==> config.mk <==
export PLATFORM = sky130hd
export DESIGN_NAME = core_lsu_split
export DESIGN_NICKNAME = d
export VERILOG_FILES = /design/src/rtl/core_lsu_pkg.sv /design/src/rtl/core_lsu_align.sv /design/src/rtl/core_lsu_split.sv
export SDC_FILE = /design/constraint.sdc
export NUM_CORES = 1
export LEC_CHECK = 0
export CAP_MARGIN = 20
export CORE_MARGIN = 8
export CORE_UTILIZATION = 50
export DETAILED_ROUTE_END_ITERATION = 6
export GPL_TIMING_DRIVEN = 0
export MAX_ROUTING_LAYER = met4
export PLACE_DENSITY = 0.92
export REMOVE_ABC_BUFFERS = 1
export SYNTH_ARGS = -nofsm -noshare
export SYNTH_HDL_FRONTEND = slang
export SYNTH_SLANG_ARGS = --single-unit
==> constraint.sdc <==
create_clock -name g_clk -period 13.88 [get_ports g_clk]
set_clock_uncertainty 0.15 [all_clocks]
set_input_delay 2.082 -clock g_clk [delete_from_list [all_inputs] [get_ports g_clk]]
set_output_delay 2.082 -clock g_clk [all_outputs]
set_load 0.02 [all_outputs]
==> src/rtl/core_lsu_pkg.sv <==
// Shared encodings for the load/store split unit: access sizes and controller states.
package core_lsu_pkg;

  localparam logic [1:0] SizeByte   = 2'd0;
  localparam logic [1:0] SizeHalf   = 2'd1;
  localparam logic [1:0] SizeWord   = 2'd2;
  localparam logic [1:0] SizeDouble = 2'd3;

  typedef enum logic [1:0] {
    StIdle,
    StCap,
    StIss1,
    StDone
  } lsu_state_e;

endpackage

==> src/rtl/core_lsu_align.sv <==
// Byte-lane steering for one access: per-beat strobes and write data, plus load
// extraction and extension from one or two bus words.
module core_lsu_align import core_lsu_pkg::*; #(
  parameter int unsigned XLEN = 64,
  localparam int unsigned BYTES = XLEN / 8,
  localparam int unsigned OFFW = $clog2(BYTES)
) (
  input  logic [OFFW-1:0]  off,
  input  logic [1:0]       size,
  input  logic             sext,
  input  logic             split,
  input  logic [XLEN-1:0]  wdata,
  input  logic [XLEN-1:0]  rdata_lo,
  input  logic [XLEN-1:0]  rdata_hi,
  output logic [BYTES-1:0] strb0,
  output logic [BYTES-1:0] strb1,
  output logic [XLEN-1:0]  wdata0,
  output logic [XLEN-1:0]  wdata1,
  output logic [XLEN-1:0]  rdata
);

  localparam int unsigned IDXW = $clog2(XLEN);

  logic [BYTES-1:0]   size_mask;
  logic [2*BYTES-1:0] strb_wide;
  logic [2*XLEN-1:0]  wdata_wide;
  logic [2*XLEN-1:0]  rdata_wide;
  logic [XLEN-1:0]    rdata_sh;
  logic [XLEN-1:0]    bit_mask;
  logic [IDXW-1:0]    sign_idx;
  logic               sign;

  always_comb begin
    case (size)
      SizeByte: size_mask = BYTES'(8'h01);
      SizeHalf: size_mask = BYTES'(8'h03);
      SizeWord: size_mask = BYTES'(8'h0F);
      default:  size_mask = BYTES'(8'hFF);
    endcase
  end

  always_comb begin
    bit_mask = '0;
    for (int i = 0; i < BYTES; i++) begin
      bit_mask[8*i +: 8] = {8{size_mask[i]}};
    end
  end

  // The upper half of each double-width shift is what spills into the second beat.
  assign strb_wide  = {{BYTES{1'b0}}, size_mask} << off;
  assign wdata_wide = {{XLEN{1'b0}}, wdata} << {off, 3'b000};
  assign strb0      = strb_wide[BYTES-1:0];
  assign strb1      = strb_wide[2*BYTES-1:BYTES];
  assign wdata0     = wdata_wide[XLEN-1:0];
  assign wdata1     = wdata_wide[2*XLEN-1:XLEN];

  assign rdata_wide = split ? {rdata_hi, rdata_lo} : {{XLEN{1'b0}}, rdata_hi};
  assign rdata_sh   = XLEN'(rdata_wide >> {off, 3'b000});
  assign sign_idx   = IDXW'((32'd8 << size) - 32'd1);
  assign sign       = sext & rdata_sh[sign_idx];
  assign rdata      = (rdata_sh & bit_mask) | ({XLEN{sign}} & ~bit_mask);

endmodule

==> src/rtl/core_lsu_split.sv <==
// Load/store unit front end: issues one or two aligned bus beats per access and
// merges split load data; misaligned accesses optionally trap instead.
module core_lsu_split import core_lsu_pkg::*; #(
  parameter int unsigned XLEN = 64,
  parameter bit MISALIGN_EN = 1'b1,
  localparam int unsigned BYTES = XLEN / 8
) (
  input  logic             g_clk,
  input  logic             g_resetn,
  input  logic             valid,
  input  logic [XLEN-1:0]  addr,
  input  logic [XLEN-1:0]  wdata,
  input  logic             load,
  input  logic             store,
  input  logic [1:0]       size,
  input  logic             sext,
  output logic             ready,
  output logic             trap_bus,
  output logic             trap_addr,
  output logic [XLEN-1:0]  rdata,
  output logic             dmem_req,
  output logic [XLEN-1:0]  dmem_addr,
  output logic             dmem_wen,
  output logic [BYTES-1:0] dmem_strb,
  output logic [XLEN-1:0]  dmem_wdata,
  input  logic             dmem_gnt,
  input  logic             dmem_err,
  input  logic [XLEN-1:0]  dmem_rdata
);

  localparam int unsigned OFFW = $clog2(BYTES);
  localparam int unsigned SPW  = OFFW + 2;

  lsu_state_e       state_q, state_d;
  logic [XLEN-1:0]  buf_q;
  logic             err_q;
  logic             taddr_q;

  logic [OFFW-1:0]  off;
  logic [SPW-1:0]   nbytes;
  logic [SPW-1:0]   span;
  logic             misalign;
  logic             split;
  logic             trap_mis;
  logic [XLEN-1:0]  addr_base;
  logic [BYTES-1:0] strb0, strb1;
  logic [XLEN-1:0]  wdata0, wdata1;
  logic             unused_load;

  assign off       = addr[OFFW-1:0];
  assign nbytes    = SPW'(1) << size;
  assign span      = SPW'(off) + nbytes;
  assign misalign  = |(SPW'(off) & (nbytes - SPW'(1)));
  assign split     = span > SPW'(BYTES);
  assign trap_mis  = misalign & ~MISALIGN_EN;
  assign addr_base = {addr[XLEN-1:OFFW], {OFFW{1'b0}}};
  // Direction comes from store alone; load is carried for the requester's benefit.
  assign unused_load = load;

  core_lsu_align #(
    .XLEN (XLEN)
  ) u_align (
    .off      (off),
    .size     (size),
    .sext     (sext),
    .split    (split),
    .wdata    (wdata),
    .rdata_lo (buf_q),
    .rdata_hi (dmem_rdata),
    .strb0    (strb0),
    .strb1    (strb1),
    .wdata0   (wdata0),
    .wdata1   (wdata1),
    .rdata    (rdata)
  );

  always_ff @(posedge g_clk) begin
    if (!g_resetn) begin
      state_q <= StIdle;
    end else begin
      state_q <= state_d;
    end
  end

  always_comb begin
    state_d = state_q;
    unique case (state_q)
      StIdle: begin
        if (valid) begin
          if (trap_mis)      state_d = StDone;
          else if (dmem_gnt) state_d = split ? StCap : StDone;
        end
      end
      StCap:   state_d = dmem_err ? StDone : StIss1;
      StIss1:  if (dmem_gnt) state_d = StDone;
      StDone:  state_d = StIdle;
      default: state_d = StIdle;
    endcase
  end

  always_comb begin
    ready      = 1'b0;
    trap_bus   = 1'b0;
    trap_addr  = 1'b0;
    dmem_req   = 1'b0;
    dmem_addr  = addr_base;
    dmem_strb  = '0;
    dmem_wdata = wdata0;
    dmem_wen   = store;
    if (g_resetn) begin
      unique case (state_q)
        StIdle: begin
          if (valid && !trap_mis) begin
            dmem_req  = 1'b1;
            dmem_strb = strb0;
          end
        end
        StIss1: begin
          dmem_req   = 1'b1;
          dmem_addr  = addr_base + XLEN'(BYTES);
          dmem_strb  = strb1;
          dmem_wdata = wdata1;
        end
        StDone: begin
          ready     = 1'b1;
          trap_bus  = err_q | dmem_err;
          trap_addr = taddr_q;
        end
        default: ;
      endcase
    end
  end

  always_ff @(posedge g_clk) begin
    if (!g_resetn) begin
      buf_q   <= '0;
      err_q   <= 1'b0;
      taddr_q <= 1'b0;
    end else begin
      if (state_q == StCap) begin
        buf_q <= dmem_rdata;
        err_q <= dmem_err;
      end else if (state_q == StIdle) begin
        err_q <= 1'b0;
      end
      if (state_q == StIdle) taddr_q <= valid & trap_mis;
    end
  end

  // The requester must hold valid from acceptance until the ready pulse.
  valid_held_busy: assert property (@(posedge g_clk) disable iff (!g_resetn)
    (state_q != StIdle) |-> valid);
  valid_held_wait: assert property (@(posedge g_clk) disable iff (!g_resetn)
    ($past(g_resetn && state_q == StIdle && valid && !dmem_gnt && !trap_mis)
     && state_q == StIdle) |-> valid);

endmodule

# After elaboration in Yosys (flattened, before gate mapping)
# Index checks and enable logic that the tools add are counted.
totals:
  regBits: 67
  input_bits: 202
  out_inout_bits: 205
  elab_cells: 57
op_classes:
  add_sub_neg: 3
  magnitude_cmp: 2
  eq_ne: 8
  shifts: 5
  mux: 26
  bitwise_logic: 6
  reduce_logical: 4
ops:
  columns: ["cell", "n"]
  rows:
  - ["$mux W64", 4]
  - ["$and A64 B64 Y64", 2]
  - ["$mux W128", 1]
  - ["$shl A64 B6 Y128", 1]
  - ["$shr A128 B6 Y64", 1]
  - ["$add A64 B4 Y64 const B", 1]
  - ["$not A64 Y64", 1]
  - ["$or A64 B64 Y64", 1]
  - ["$pmux W8 S3", 1]
  - ["$mux W8", 2]
  - ["$pmux W8 S2", 1]
  - ["$shl A8 B3 Y16", 1]
  - ["$mux W1", 10]
  - ["$mux W2", 4]
  - ["$pmux W2 S4", 1]
  - ["$lt A6 B7 Y1 const B", 1]
  - ["$bmux W1 S6", 1]
  - ["$eq A2 B2 Y1 const B", 3]
  - ["$ne A2 B2 Y1 const B", 3]
  - ["$shl A4 B2 Y6 const A", 1]
  - ["$sub A6 B1 Y6 const B", 1]
  - ["$add A3 B5 Y5", 1]
  - ["$gt A5 B4 Y1 const B", 1]
  - ["$shl A1 B2 Y5 const A", 1]
  - ["7 further kinds", 9]

# Longest topological paths before layout
# Gate-level depths: netlist (run 1).
logic_depth:
  word_depth: 10
  mapped_depth: 18
  ltp_nobuf: 13

# Cells and area by module
# Synthesis (run 1) repeated with hierarchy kept, for this count alone.
unflattened:
  hier_cells: 1501
  area_unflattened_um2: 11711.2
modules_own_cells:
  columns: ["module", "instances", "cells_per_inst", "area_per_inst_um2", "seq_area_each_um2"]
  rows:
  - ["core_lsu_align", 1, 946, 6645.1, 0.0]
  - ["core_lsu_split", 1, 555, 5066.1, 1341.3]

# Worst setup path before layout (run 1)
# Ideal clock, no wire load.
synth_path:
  path_kind: "input to output"
  startpoint: "input port addr[1]"
  endpoint: "output port rdata[49]"
  arrival_ns: 5.830
  required_ns: 11.648
  setup_slack_ns: 5.818
  stages: 17
  path_buffers: 6
  cell_sequence: "clkinv_1 > clkbuf_1 > buf_1 > clkbuf_1 > fa_1 > nand2b_1 > or3b_1 > a21o_1 > nand2_4 > buf_6 > mux4_2 > mux2_4 > a32oi_2 > o31a_4 > buf_6 > buf_8 > nand3_2"
synth_via:
  elab_chain_len: 9
  elab_cells_between_ends: 10
  cone_classes: "add/sub: 1; order compare: 1; shift: 1; mux: 3; bitwise: 4"
synth_rtl:
  columns: ["element", "line_no", "source"]
  rows:
  - ["from (decl)", "core_lsu_split.sv:11", "input logic [XLEN-1:0] addr,"]
  - ["$add A3 B5 Y5", "core_lsu_split.sv:52", "assign span = SPW'(off) + nbytes;"]
  - ["$gt A5 B4 Y1", "core_lsu_split.sv:54", "assign split = span > SPW'(BYTES);"]
  - ["$mux W128", "core_lsu_align.sv:57", "assign rdata_wide = split ? {rdata_hi, rdata_lo} : {{XLEN{1'b0}}, rdata_hi};"]
  - ["$shr A128 B6 Y64 (*)", "core_lsu_align.sv:58", "assign rdata_sh = XLEN'(rdata_wide >> {off, 3'b000});"]
  - ["$bmux W1 S6", "core_lsu_align.sv:60", "assign sign = sext & rdata_sh[sign_idx];"]
  - ["$mux W1 (implied by the code)", "core_lsu_align.sv:60", null]
  - ["$and A1 B1 Y1", "core_lsu_align.sv:60", null]
  - ["$and A64 B64 Y64", "core_lsu_align.sv:61", "assign rdata = (rdata_sh & bit_mask) | ({XLEN{sign}} & ~bit_mask);"]
  - ["$or A64 B64 Y64 (*)", "core_lsu_align.sv:61", null]
  - ["to (decl)", "core_lsu_split.sv:20", "output logic [XLEN-1:0] rdata,"]
# Every way passes the cells marked *; elsewhere a longest branch is shown, timed or not. The select of a mux whose other input is x is not followed.

# Final worst setup path (run 1)
layout_path:
  startpoint: "input port size[1]"
  endpoint: "output port rdata[47]"
layout_via:
  elab_chain_len: 10
  elab_cells_between_ends: 18
  cone_classes: "add/sub: 2; order compare: 1; eq/ne: 2; shift: 3; mux: 4; bitwise: 5; reduce/logical: 1"
layout_rtl:
  columns: ["element", "line_no", "source"]
  rows:
  - ["from (decl)", "core_lsu_split.sv:15", "input logic [1:0] size,"]
  - ["$shl A1 B2 Y5", "core_lsu_split.sv:51", "assign nbytes = SPW'(1) << size;"]
  - ["$add A3 B5 Y5", "core_lsu_split.sv:52", null]
  - ["$gt A5 B4 Y1", "core_lsu_split.sv:54", null]
  - ["$mux W128", "core_lsu_align.sv:57", null]
  - ["$shr A128 B6 Y64", "core_lsu_align.sv:58", null]
  - ["$bmux W1 S6", "core_lsu_align.sv:60", null]
  - ["$mux W1 (implied by the code)", "core_lsu_align.sv:60", null]
  - ["$and A1 B1 Y1", "core_lsu_align.sv:60", null]
  - ["$and A64 B64 Y64", "core_lsu_align.sv:61", null]
  - ["$or A64 B64 Y64 (*)", "core_lsu_align.sv:61", null]
# Marks and branches as above.

==> results, run 1 <==
- The count of endpoints failing hold in the final timing report is 0.
- The worst path needs 11.41 ns of the cycle, external delays included.
- The end point of the worst hold path is buf_q[54].
- The net switching power figure is 0.6076 mW.
- The peak supply drop is 0.07604 mV.
- The overflow left after global routing is 0.
- The floorplan has 53 rows.
- The post-synthesis to final-layout area growth is 41.11%.
- The detail route stage leaves a number of antenna-violating nets equal to 0.
- The analysis attributes to cell leakage a power of 5.948 nW.
- The worst hold path was traced through 2 stages.
- The via count of the first global-routing pass is 12580.
- Routability-driven placement finished with a final weighted congestion of 0.9735.
- In the routed design, unresolved DRC markers number 0.
- The share of total power dissipated in the clock network is 18.1%.
- The placed standard-cell area is 14770 sq um.
- The proportion of netlist area held by the largest area contributor is 15.12%.
- The async set-or-reset flop fraction in the synthesized netlist is 0%.
- The placeable core area is 21020 sq um.
- Summed over all layers, the routed wires come to 45860 um.
- Summing over every cut layer, the via total after detailed routing is 12910.
- The tool flagged a number of max-cap violations equal to 0.
- The count of hold-fix buffers inserted at cts is 0.
- The count of synthesis-stage warnings from yosys is 0.
- Synthesis produced 1414 cells.
- The finished cells cover 15130 sq um.
- The leading register cell type out of synthesis is dfxtp_1.
- The share of the Yosys chip area taken by registers is 12.51%.
- Setup violations remaining at the end of the flow were counted as 0.
- The top-level port count is 407.
- The synthesized design contains 0 enable-type register cells.
- Once the floorplan was initialized, standard cells occupied 51.02% of the core.
- The number of cells upsized or downsized after cts is 0.
- The number of filler cells placed in the layout is 1570.
- Leaving out fill and tap cells, the most frequent cells in the layout are 395 x clkdlybuf4s50_1, 218 x nand2_1, 162 x mux2i_1.
- The worst-path maximum fanout is 38.
- Setup repair after global routing left no endpoint under its margin.
- The setup slack at placement is 2.598 ns.
- The root buffer cell chosen for the clock tree is clkbuf_16.
- The category of the worst setup path capture point is an output pin.
- The tightest hold path in the finished design has a slack of 0.3813 ns.
- The wire length of the first global-routing pass is 69580 um.
- CTS built an H-tree with a depth of 3.
- In this run, distinct cell masters in the synthesized netlist total 67.
- The number of buffers created by CTS is 9.
- The share of post-route cells with drive strength above 1 is 10.18%.
- The cell type with the largest total area after synthesis is mux2i_1.
- The final number of max-transition violations is 0.
- The flow ran to the end, and the final reports show no timing, DRC or antenna violations.
- TritonCTS built the clock tree.
- The width of the die is 162.5 um.
- The via density per instance is 6.479.
- STA classifies the critical path startpoint as an input port.
- Of the available clock period, the critical path in the final layout requires 82.23%.
- The final layout contains 1916 nets.
- The sink count of the clock tree is 67.
- The flop and latch count out of synthesis is 67.
- The number of antenna violations at the first check in global routing is 5.
- Data on the critical path arrives at its endpoint at 9.18 ns.
- The floorplan step defined a die boundary enclosing 26390 sq um.
- The total iterations of the first detailed-routing run is 5.
- The upper clock frequency limit is 87.61 MHz.
- The combinational fraction of design power is 63.4%.
- For the worst-skew pair, the clock arrives at the later sink with an insertion delay of 0.34 ns.
- After synthesis, the mean cell area works out to 7.585 sq um.
- The library cell used most frequently in the layout, excluding fill and tap cells, is clkdlybuf4s50_1.
- Sequential cells account for 18.5% of the total power.
- In this run the power density over the cells is 94.41 nW/um^2.
- The number of buffers inserted by post-CTS setup repair is 0.
- Across all register-to-register paths, the minimum setup slack is 11.98 ns.
- The first routing iteration left 1373 violations.
- The source of the worst hold timing path is buf_q[54].
- The category of the most critical setup path is in -> out.
- In this run the deepest clock path goes through 2 buffers.
- Once detailed placement completed, the half-perimeter wirelength came to 33710 um.
- The number of I/O port buffers is 399.
- The type of the most critical hold path is reg -> reg.
- The die outline height is 162.5 um.
- By area the synthesized netlist is led by mux2i_1 15%, dfxtp_1 13%, mux4_2 11%.
- The internal portion of total power is 0.8212 mW.
- In this run the cell area of the synthesized design comes to 10730 sq um.
- The worst path setup slack after routing is 2.466 ns.
- Entering global routing, the biggest net connects 133 pins.
- The switching power share of the total is 42.52%.
- The capturing point of the worst reg2reg path is buf_q[0].
- The wire length per cell is 23.02 um.
- The global routing usage summed across all routing layers is 33.43%.
- The required time of the critical path is 11.65 ns.
- The transition time of the tightest slew-check pin is 1.153 ns.
- Measured in cells, the most critical reg-to-reg path has a length of 5.
- After clock tree synthesis, the clock-pin slew on the worst setup and hold paths is 0.06 ns.
- The worst register-to-register path begins at state_q[1].
- Measured against its own limit, the worst slew margin works out to 22.87%.
[routing by layer]
layer  share of wire (%)  track usage, %  up-vias
li1                    -               -     5772
met3                 8.8           5.814      179
met5                   0               -        -
met2                  50           58.16      838
met4                 5.2           18.06        0
met1                  36           35.74     6117
[metrics by stage]
step / util [%] / total power [mW] / setup TNS [ns] / cells
3_3_place_gp: 68.79 / 1.160 / -504.66 / 1955
2_1_floorplan: - / 0.7895 / 0 / 1281
6_report: 72.00 / 1.429 / 0 / 1992
5_1_grt: 71.97 / 1.495 / 0 / 1990
4_1_cts: 71.78 / 1.417 / 0 / 1984
3_5_place_dp: 70.24 / 1.155 / 0 / 1968
[layout make-up]
class                      instances  area (sq um)  share of cell area (%)
clock inverter                     6         95.09                  0.6283
inverter                          11         47.55                  0.3142
antenna                            7         17.52                  0.1157
multi-input combinational       1203          8766                   57.92
timing repair buffer             413          4294                   28.37
clock buffer                      10         229.0                   1.513
tap                              275         344.1                   2.273
sequential                        67          1341                   8.862
[cell usage after synthesis, types with 3 or more instances]
cell type / number
nand2_1: 218
mux2i_1: 162
nor2_1: 108
clkbuf_1: 82
nand3_1: 81
o21ai_0: 71
nor2b_1: 69
dfxtp_1: 67
a21oi_1: 61
a22o_1: 56
mux4_2: 52
xnor2_1: 50
mux2_2: 45
buf_1: 24
and3_1: 23
nand4_1: 17
a22oi_1: 13
buf_2: 13
and2_1: 12
buf_4: 12
o2111ai_1: 12
nand3_2: 11
o22ai_1: 11
nand2_2: 10
xor2_1: 10
inv_1: 9
o211ai_1: 9
ha_1: 8
nor3_1: 8
a211oi_1: 7
a31o_2: 7
o2bb2ai_1: 7
and4_1: 5
o21a_1: 5
a21o_1: 4
buf_6: 4
o41ai_1: 4
a211o_1: 3
a31oi_1: 3
nand2b_1: 3
or2_2: 3
[cells by family (layout without fill, tap and decap cells)]
family	after synthesis	count (layout)	synth area share, %
compound gates	291	291	18.61
simple gates	579	579	25.83
buf+inv	147	440	6.101
fa+ha+maj	9	9	1.120
mux	260	260	30.90
other cells	1	11	0.03496
flops	67	67	12.51
xor+xnor	60	60	4.900
[sequential cells by signal, indices dropped and copies added, names as in the netlist]
register / count
buf_q: 64
state_q: 2
err_q: 1
[how the worst max path moves through the flow]
| stage | start | endpoint | slack, ns | depth (start not counted) |
|---|---|---|---|---|
| final | size[1] | rdata[47] | 2.47 | 16 |
| after CTS | size[1] | rdata[47] | 2.63 | 17 |
| after detailed placement | size[1] | rdata[47] | 2.60 | 16 |
| after floorplan | addr[1] | rdata[32] | 3.34 | 11 |
| after global routing | size[1] | rdata[39] | 2.27 | 17 |
| after global placement | addr[1] | rdata[36] | -6.31 | 12 |
[power by group through the flow]
stage / logic (mW) / clock network (mW) / registers (mW)
CTS: 0.896 / 0.259 / 0.263
finish: 0.906 / 0.259 / 0.264
detailed placement: 0.889 / 0 / 0.266
floorplan: 0.533 / 0 / 0.256
global placement: 0.898 / 0 / 0.262
global route: 0.957 / 0.269 / 0.269
[worst max-delay path, stage by stage]
cell,delay (ns)
clkdlybuf4s50_1,0.73
buf_8,0.33
nor2_1,0.88
ha_1,0.32
inv_1,0.06
fa_1,0.50
nand2b_1,0.08
or3b_1,0.38
a21o_1,0.27
nand2_4,0.51
buf_16,0.32
mux4_2,0.57
mux4_2,0.52
nand3_2,0.63
nand3_1,0.32
clkdlybuf4s50_1,0.63
No activity file was read; power rests on OpenSTA's default activity.
==> run 2, diff against run 1 <==
- CORE_UTILIZATION: 50 -> 46
- PLACE_DENSITY: 0.92 -> 0.86
- clock period: 13.88 -> 10.6 ns (I/O delays scaled with it)
==> run 2 against run 1 <==
  * Via count down 2.0%
  * Flip-flop and latch count is the same
  * Critical path depth unchanged
  * Die area grew 7.8%
  * First-iteration DRC count is 18% lower
  * Non-clock buffer count unchanged
  * Critical path type unchanged
  * Sequential power rose by 30%
  * Clock power is 30% higher
  * Total power grew 30%
  * Largest power group unchanged
  * Utilization fell by 6.5 points
==> results, run 2 (synthesis gave the netlist of run 1 again) <==
- The initial standard-cell utilization of the core is 46.25% (was 51.02%).
- The worst-path maximum fanout is 49 (was 38).
- The worst path needs 10.05 ns of the cycle, external delays included.
- The overall power after layout is 1.859 mW (was 1.429 mW).
- The latest clock arrival within the worst-skew pair is 0.34 ns (about the same).
- The category of the worst setup path capture point is an output pin (unchanged).
- The share of post-route cells with drive strength above 1 is 10.23% (was 10.18%).
- Largest registers: buf_q (64), state_q (2), err_q (1) (unchanged).
- The number of buffers created by CTS came to 9 (unchanged).
- The via count of the first global-routing pass was 12310 (was 12580).
- The wire length after detailed routing came to 45070 um (was 45860 um).
- The required time of the critical path is 8.86 ns (was 11.65 ns).
- The flip-flop count of the largest register, all copies and words added is 64 (unchanged).
- The final weighted congestion in routability-driven placement was 0.9986 (was 0.9735).
- The count of endpoints failing hold in the final timing report came to 0 (unchanged).
- The via density per instance is 6.201 (was 6.479).
- The root buffer selected by CTS is clkbuf_16 (unchanged).
- The number of setup violations in the final report is 0 (unchanged).
- The number of H-tree branching levels is 3 (unchanged).
- The logic depth of the worst register-to-register path was 5 (unchanged).
- The commonest non-fill, non-tap cell in the layout is clkdlybuf4s50_1 (unchanged).
- The total iterations of the first detailed-routing run is 5 (unchanged).
- The final number of max-transition violations came to 0 (unchanged).
- The transition time of the tightest slew-check pin is 1.035 ns (was 1.153 ns).
- The peak supply drop came to 0.09387 mV (was 0.07604 mV).
- The normalized max-slew margin is 30.95% (was 22.87%).
- The die outline height came to 168.7 um (was 162.5 um).
- The ratio of final minimum period to clock period is 94.82%.
- The placeable core area is 23190 sq um (was 21020 sq um).
- The number of DRC violations after detailed-routing iteration 0 came to 1125 (was 1373).
- The number of cells upsized or downsized after cts is 0 (unchanged).
- The antenna violation net count after detailed routing is 0 (unchanged).
- The max-capacitance violation count is 0 (unchanged).
- The clock-pin slew reported for the worst setup and hold paths after clock tree synthesis is 0.06 ns (about the same).
- The number of nets in the layout came to 1916 (unchanged).
- The count of hold-fix buffers inserted at cts was 0 (unchanged).
- The number of I/O port buffers is 399 (unchanged).
- The number of rows created at floorplan is 56 (was 53).
- Commonest cells after routing, fill and taps aside: 395 x clkdlybuf4s50_1, 218 x nand2_1, 162 x mux2i_1 (unchanged).
- The power density over the cells was 122.4 nW/um^2 (was 94.41 nW/um^2).
- The data arrival time of the critical path is 8.31 ns (was 9.18 ns).
- The CTS tree was done (unchanged).
- The top-level port count is 407 (unchanged).
- The count of unresolved DRC violations after routing is 0 (unchanged).
- The number of filler cells placed in the layout came to 1970 (was 1570).
- The number of buffers inserted by post-CTS setup repair is 0 (unchanged).
- The post-synthesis to final-layout area growth is 41.54% (was 41.11%).
- The wire length per cell was 22.10 um (was 23.02 um).
- The register ranked first by flip-flop count is buf_q (unchanged).
- The hold-critical path depth is 2 (unchanged).
- The via total after detailed routing is 12640 (was 12910).
- The placed wire-length estimate came to 33890 um (was 33710 um).
- The wire length of the first global-routing pass is 68780 um (was 69580 um).
- The maximum number of pins on one net before global-route repair is 107 (was 133).
- The upper clock frequency limit is 99.50 MHz.
- The overflow left after global routing is 0 (unchanged).
- The die footprint is 28460 sq um (was 26390 sq um).
- The global routing usage summed across all routing layers is 30.71% (was 33.43%).
- Result of the run: completed (unchanged).
- Unrepaired setup endpoints after global routing: no (unchanged).
- The width of the die is 168.7 um (was 162.5 um).
- The buffer depth of the longest clock path is 2 (unchanged).
- The sink count of the clock tree is 67 (unchanged).
- The number of antenna violations at the first check in global routing was 10 (was 5).
- The category of the most critical setup path is in -> out (unchanged).
- The share of the core filled with cells was 65.46% (was 72.00%).
- The type of origin of the critical path was an input port (unchanged).
- The static leakage power is 5.939 nW (was 5.948 nW).
- The type of the most critical hold path is reg -> reg (unchanged).
run 2: cell types whose count changed in the layout (fill, tap and decap cells not counted):
cell	previous run	this run
inv_6	3	2
buf_6	2	3
buf_16	7	6
clkbuf_1	1	0
clkinv_2	1	2
clkinvlp_4	0	1
diode_2	7	10
run 2: per-layer routing:
metal,GRT usage [%],wire length [um],vias to the layer above,share of wire [%]
met1,33.98,16970,6032,38
li1,-,-,5760,-
met2,52.03,22340,723,50
met4,15.76,1952,0,4.3
met5,-,0,-,0
met3,6.080,3811,129,8.5
run 2: through the flow:
step                std cells  hold slack, ns  TNS, ns  cell area (sq um)  setup slack [ns]
floorplan                1281          0.3276        0              10120             1.041
global placement         1999          0.3418  -823.93              14520            -8.742
detailed placement       2012          0.3526        0              14820            0.6501
CTS                      2028          0.3694        0              15150            0.6246
global route             2039          0.4030        0              15180            0.3241
finish                   2039          0.3756        0              15180            0.5493
run 2: layout make-up:
type	count	area, sq um	area share [%]
antenna	10	25.02	0.1648
tap	319	399.1	2.629
timing repair buffer	413	4278	28.18
multi-input combinational	1203	8766	57.74
clock inverter	7	98.84	0.6511
sequential	67	1341	8.835
inverter	11	47.55	0.3132
clock buffer	9	225.2	1.484
run 2: path summary, 6_finish.rpt:
kind                            startpoint        end  slack [ns]
worst min register to register    buf_q[2]   buf_q[2]        0.38
worst max register to register  state_q[1]   buf_q[9]        8.73
worst min-delay path              buf_q[2]   buf_q[2]        0.38
worst max-delay path               size[1]  rdata[39]        0.55
run 2: critical path, cell delays in order:
cell and delay [ns]:
clkdlybuf4s50_1 0.88, buf_8 0.38, nor2_1 0.39, ha_1 0.26, inv_1 0.05, fa_1 0.51, nand2b_1 0.08, or3b_1 0.39
a21o_1 0.28, nand2_4 0.40, buf_16 0.36, mux4_2 0.59, mux4_2 0.52, nand3_2 0.66, nand3_1 0.31, clkdlybuf4s50_1 0.63
run 2: report_power, final:
group          internal, mW  switching (mW)
logic                 0.558           0.619
registers             0.306          0.0380
clock network         0.208           0.130
total                  1.07           0.786
==> run 3, diff against run 2 <==
- CORE_UTILIZATION: 46 -> 47
- CTS_BUF_LIST: unset -> sky130_fd_sc_hd__clkbuf_4
- PLACE_DENSITY: 0.86 -> 0.88
==> run 3 against run 2 <==
  * The flow now finishes with violations (DRC)
  * Utilization up 0.93 points
  * Maximum frequency up 5.1%
  * Via count up 1.0%
  * Sequential share of layout area up 0.14 points
  * Sequential power about the same
  * Die area down 1.9%
  * Flip-flop and latch count unchanged
  * Global-route usage up 1.7 points
  * Worst setup slack better by 0.48 ns
  * Worst hold slack better by 0.0073 ns
  * Wire length up 3.0%
==> results, run 3 (synthesis gave the netlist of run 1 again) <==
- The wire length after detailed routing was 46430 um (was 45070 um).
- The number of H-tree branching levels came to 3 (unchanged).
- The number of buffers created by CTS is 9 (unchanged).
- The power density over the cells was 115.9 nW/um^2 (was 122.4 nW/um^2).
- The post-synthesis to final-layout area growth was 39.28% (was 41.54%).
- Commonest cells after routing, fill and taps aside: 395 x clkdlybuf4s50_1, 218 x nand2_1, 162 x mux2i_1 (unchanged).
- The number of setup violations in the final report is 0 (unchanged).
- The top cell family by delay on the critical path is compound AO/OA/AOI/OAI gates (was buffers and inverters).
- The initial standard-cell utilization of the core is 47.66% (was 46.25%).
- The type of the most critical hold path is reg -> reg (unchanged).
- The overflow left after global routing is 0 (unchanged).
- The internal portion of total power is 0.9563 mW (was 1.072 mW).
- The clock period minus final worst setup slack is 9.566 ns (was 10.05 ns).
- The count of endpoints failing hold in the final timing report is 0 (unchanged).
- The via total after detailed routing came to 12770 (was 12640).
- The width of the die is 167.1 um (was 168.7 um).
- The global routing usage summed across all routing layers was 32.44% (was 30.71%).
- The switching power share of the total was 44.75% (was 42.31%).
- The data arrival time of the critical path is 7.83 ns (was 8.31 ns).
- Largest registers: buf_q (64), state_q (2), err_q (1) (unchanged).
- Result of the run: finished, violations left (was completed).
- The biggest cell delay along the critical path came to 0.84 ns (was 0.88 ns).
- The CTS tree is done (unchanged).
- The wire length per cell is 23.22 um (was 22.10 um).
- The portion of total power attributed to sequential cells is 19.9% (was 18.5%).
- The buffer depth of the longest clock path is 2 (unchanged).
- The category of the worst setup path capture point was an output pin (unchanged).
- The total iterations of the first detailed-routing run is 7 (was 5).
- The number of filler cells placed in the layout was 1846 (was 1970).
- Cells along the critical path: clkdlybuf4s50_1, buf_16, nor2_1, ha_1, inv_1, fa_1, nand2b_1, o32ai_1, a21o_1, a211oi_1, o211ai_1, nand4_1, nand3_1, o31a_4, nand3_1, clkdlybuf4s50_1 (was clkdlybuf4s50_1, buf_8, nor2_1, ha_1, inv_1, fa_1, nand2b_1, or3b_1, a21o_1, nand2_4, buf_16, mux4_2, mux4_2, nand3_2, nand3_1, clkdlybuf4s50_1).
- The wire length of the first global-routing pass is 71480 um (was 68780 um).
- The share of post-route cells with drive strength above 1 is 10.12% (was 10.23%).
- The number of buffer and inverter stages on the critical path came to 4 (was 5).
- The maximum number of pins on one net before global-route repair was 107 (unchanged).
- The via density per instance is 6.388 (was 6.201).
- The post-route worst hold slack is 0.3829 ns (was 0.3756 ns).
- The commonest non-fill, non-tap cell in the layout is clkdlybuf4s50_1 (unchanged).
- The number of DRC violations after detailed-routing iteration 0 came to 1173 (was 1125).
- The die footprint came to 27910 sq um (was 28460 sq um).
- The final weighted congestion in routability-driven placement is 0.9637 (was 0.9986).
- The flip-flop count of the largest register, all copies and words added came to 64 (unchanged).
- The global routing met1 resource utilization was 35.22% (was 33.98%).
- The number of placed instances, taps included came to 1977 (was 2012).
- The upper clock frequency limit is 104.5 MHz (was 99.50 MHz).
- The cell at the slowest stage of the critical path is clkdlybuf4s50_1 (unchanged).
- The type of origin of the critical path is an input port (unchanged).
- The highest-utilization routing layer at the global route stage is met2 (unchanged).
- The net switching power figure is 0.7744 mW (was 0.7863 mW).
- The count of hold-fix buffers inserted at cts is 0 (unchanged).
- The clock-pin slew reported for the worst setup and hold paths after clock tree synthesis is 0.12 ns (was 0.06 ns).
- The register ranked first by flip-flop count was buf_q (unchanged).
- The setup slack at placement is 0.6565 ns (was 0.6501 ns).
- The via count of the first global-routing pass is 12410 (was 12310).
- The die outline height is 167.1 um (was 168.7 um).
- The placeable core area is 22500 sq um (was 23190 sq um).
- The placed wire-length estimate came to 34740 um (was 33890 um).
- The worst path setup slack after routing is 1.034 ns (was 0.5493 ns).
- The transition time of the tightest slew-check pin is 1.094 ns (was 1.035 ns).
- The category of the most critical setup path is in -> out (unchanged).
- The combinational fraction of design power is 68.3% (was 63.3%).
- The share of power burned in the clock network was 11.7% (was 18.2%).
- The count of unresolved DRC violations after routing is 18 (was 0).
- The required time of the critical path was 8.86 ns (about the same).
- The number of cells upsized or downsized after cts is 0 (unchanged).
- The met2 global-route usage is 56.79% (was 52.03%).
- The normalized max-slew margin was 27.01% (was 30.95%).
- The antenna violation net count after detailed routing is 0 (unchanged).
- The peak supply drop is 0.1049 mV (was 0.09387 mV).
- The met3 routing resource usage after global routing is 5.863% (was 6.080%).
- The summed negative setup slack over all endpoints came to 0 ns (unchanged).
- The number of nets in the layout is 1915 (was 1916).
- Unrepaired setup endpoints after global routing: no (unchanged).
- The top-level port count was 407 (unchanged).
- The design area is 14940 sq um (was 15180 sq um).
- The latest clock arrival within the worst-skew pair is 0.45 ns (was 0.34 ns).
- The final standard cell count with taps included and fillers excluded is 1999 (was 2039).
- The share of the core filled with cells is 66.38% (was 65.46%).
- The placed standard-cell area is 14760 sq um (was 14820 sq um).
- The final reports fail on DRC.
- The root buffer selected by CTS was clkbuf_4 (was clkbuf_16).
- The worst-path maximum fanout was 48 (was 49).
- The final number of max-transition violations is 0 (unchanged).
- The static leakage power is 5.854 nW (was 5.939 nW).
- The overall power after layout came to 1.731 mW (was 1.859 mW).
- The max-capacitance violation count was 0 (unchanged).
- The number of antenna violations at the first check in global routing is 5 (was 10).
- The number of I/O port buffers was 399 (unchanged).
- The number of rows created at floorplan came to 55 (was 56).
- The sink count of the clock tree was 67 (unchanged).
- The number of buffers inserted by post-CTS setup repair is 0 (unchanged).
- The ratio of final minimum period to clock period is 90.24% (was 94.82%).
run 3: cell types whose count changed in the layout (fill, tap and decap cells not counted):
cell	previous run	this run
clkinvlp_4	1	2
buf_4	2	3
diode_2	10	5
buf_12	3	2
clkbuf_16	9	0
inv_6	2	0
clkinv_1	0	1
buf_6	3	2
clkbuf_4	0	9
run 3: final timing paths:
check | endpoint | slack [ns] | cells after the start | start
setup / recovery | rdata[32] | 1.03 | 16 | size[1]
setup reg to reg | buf_q[15] | 8.58 | 5 | state_q[1]
hold / removal | buf_q[4] | 0.38 | 2 | buf_q[4]
hold reg to reg | buf_q[4] | 0.38 | 2 | buf_q[4]
run 3: per-layer routing:
| metal | vias to the layer above | part of all wire, % |
|---|---|---|
| met3 | 167 | 8.6 |
| met2 | 790 | 50 |
| met4 | 0 | 5.2 |
| met5 | - | 0 |
| met1 | 6051 | 36 |
| li1 | 5762 | - |
run 3: final cells by class:
cell class                 instances  area, sq um  share of cell area (%)
multi-input combinational       1203         8766                   58.68
timing repair buffer             412         4254                   28.48
sequential                        67         1341                   8.979
tap                              285        356.6                   2.387
clock inverter                     7        92.59                  0.6198
clock buffer                       9        67.56                  0.4523
inverter                          11        47.55                  0.3183
antenna                            5        12.51                 0.08376
run 3: worst min-delay path: stages (launching register included):
cell and delay (ns):
dfxtp_1 0.33, mux2i_1 0.12, nor2b_1 0.05
run 3: power groups by stage:
stage / clock network, mW / registers (mW) / logic, mW
3_5_place_dp: 0 / 0.349 / 1.17
2_1_floorplan: 0 / 0.335 / 0.699
5_1_grt: 0.217 / 0.350 / 1.25
6_report: 0.203 / 0.345 / 1.18
3_3_place_gp: 0 / 0.344 / 1.19
4_1_cts: 0.205 / 0.344 / 1.17
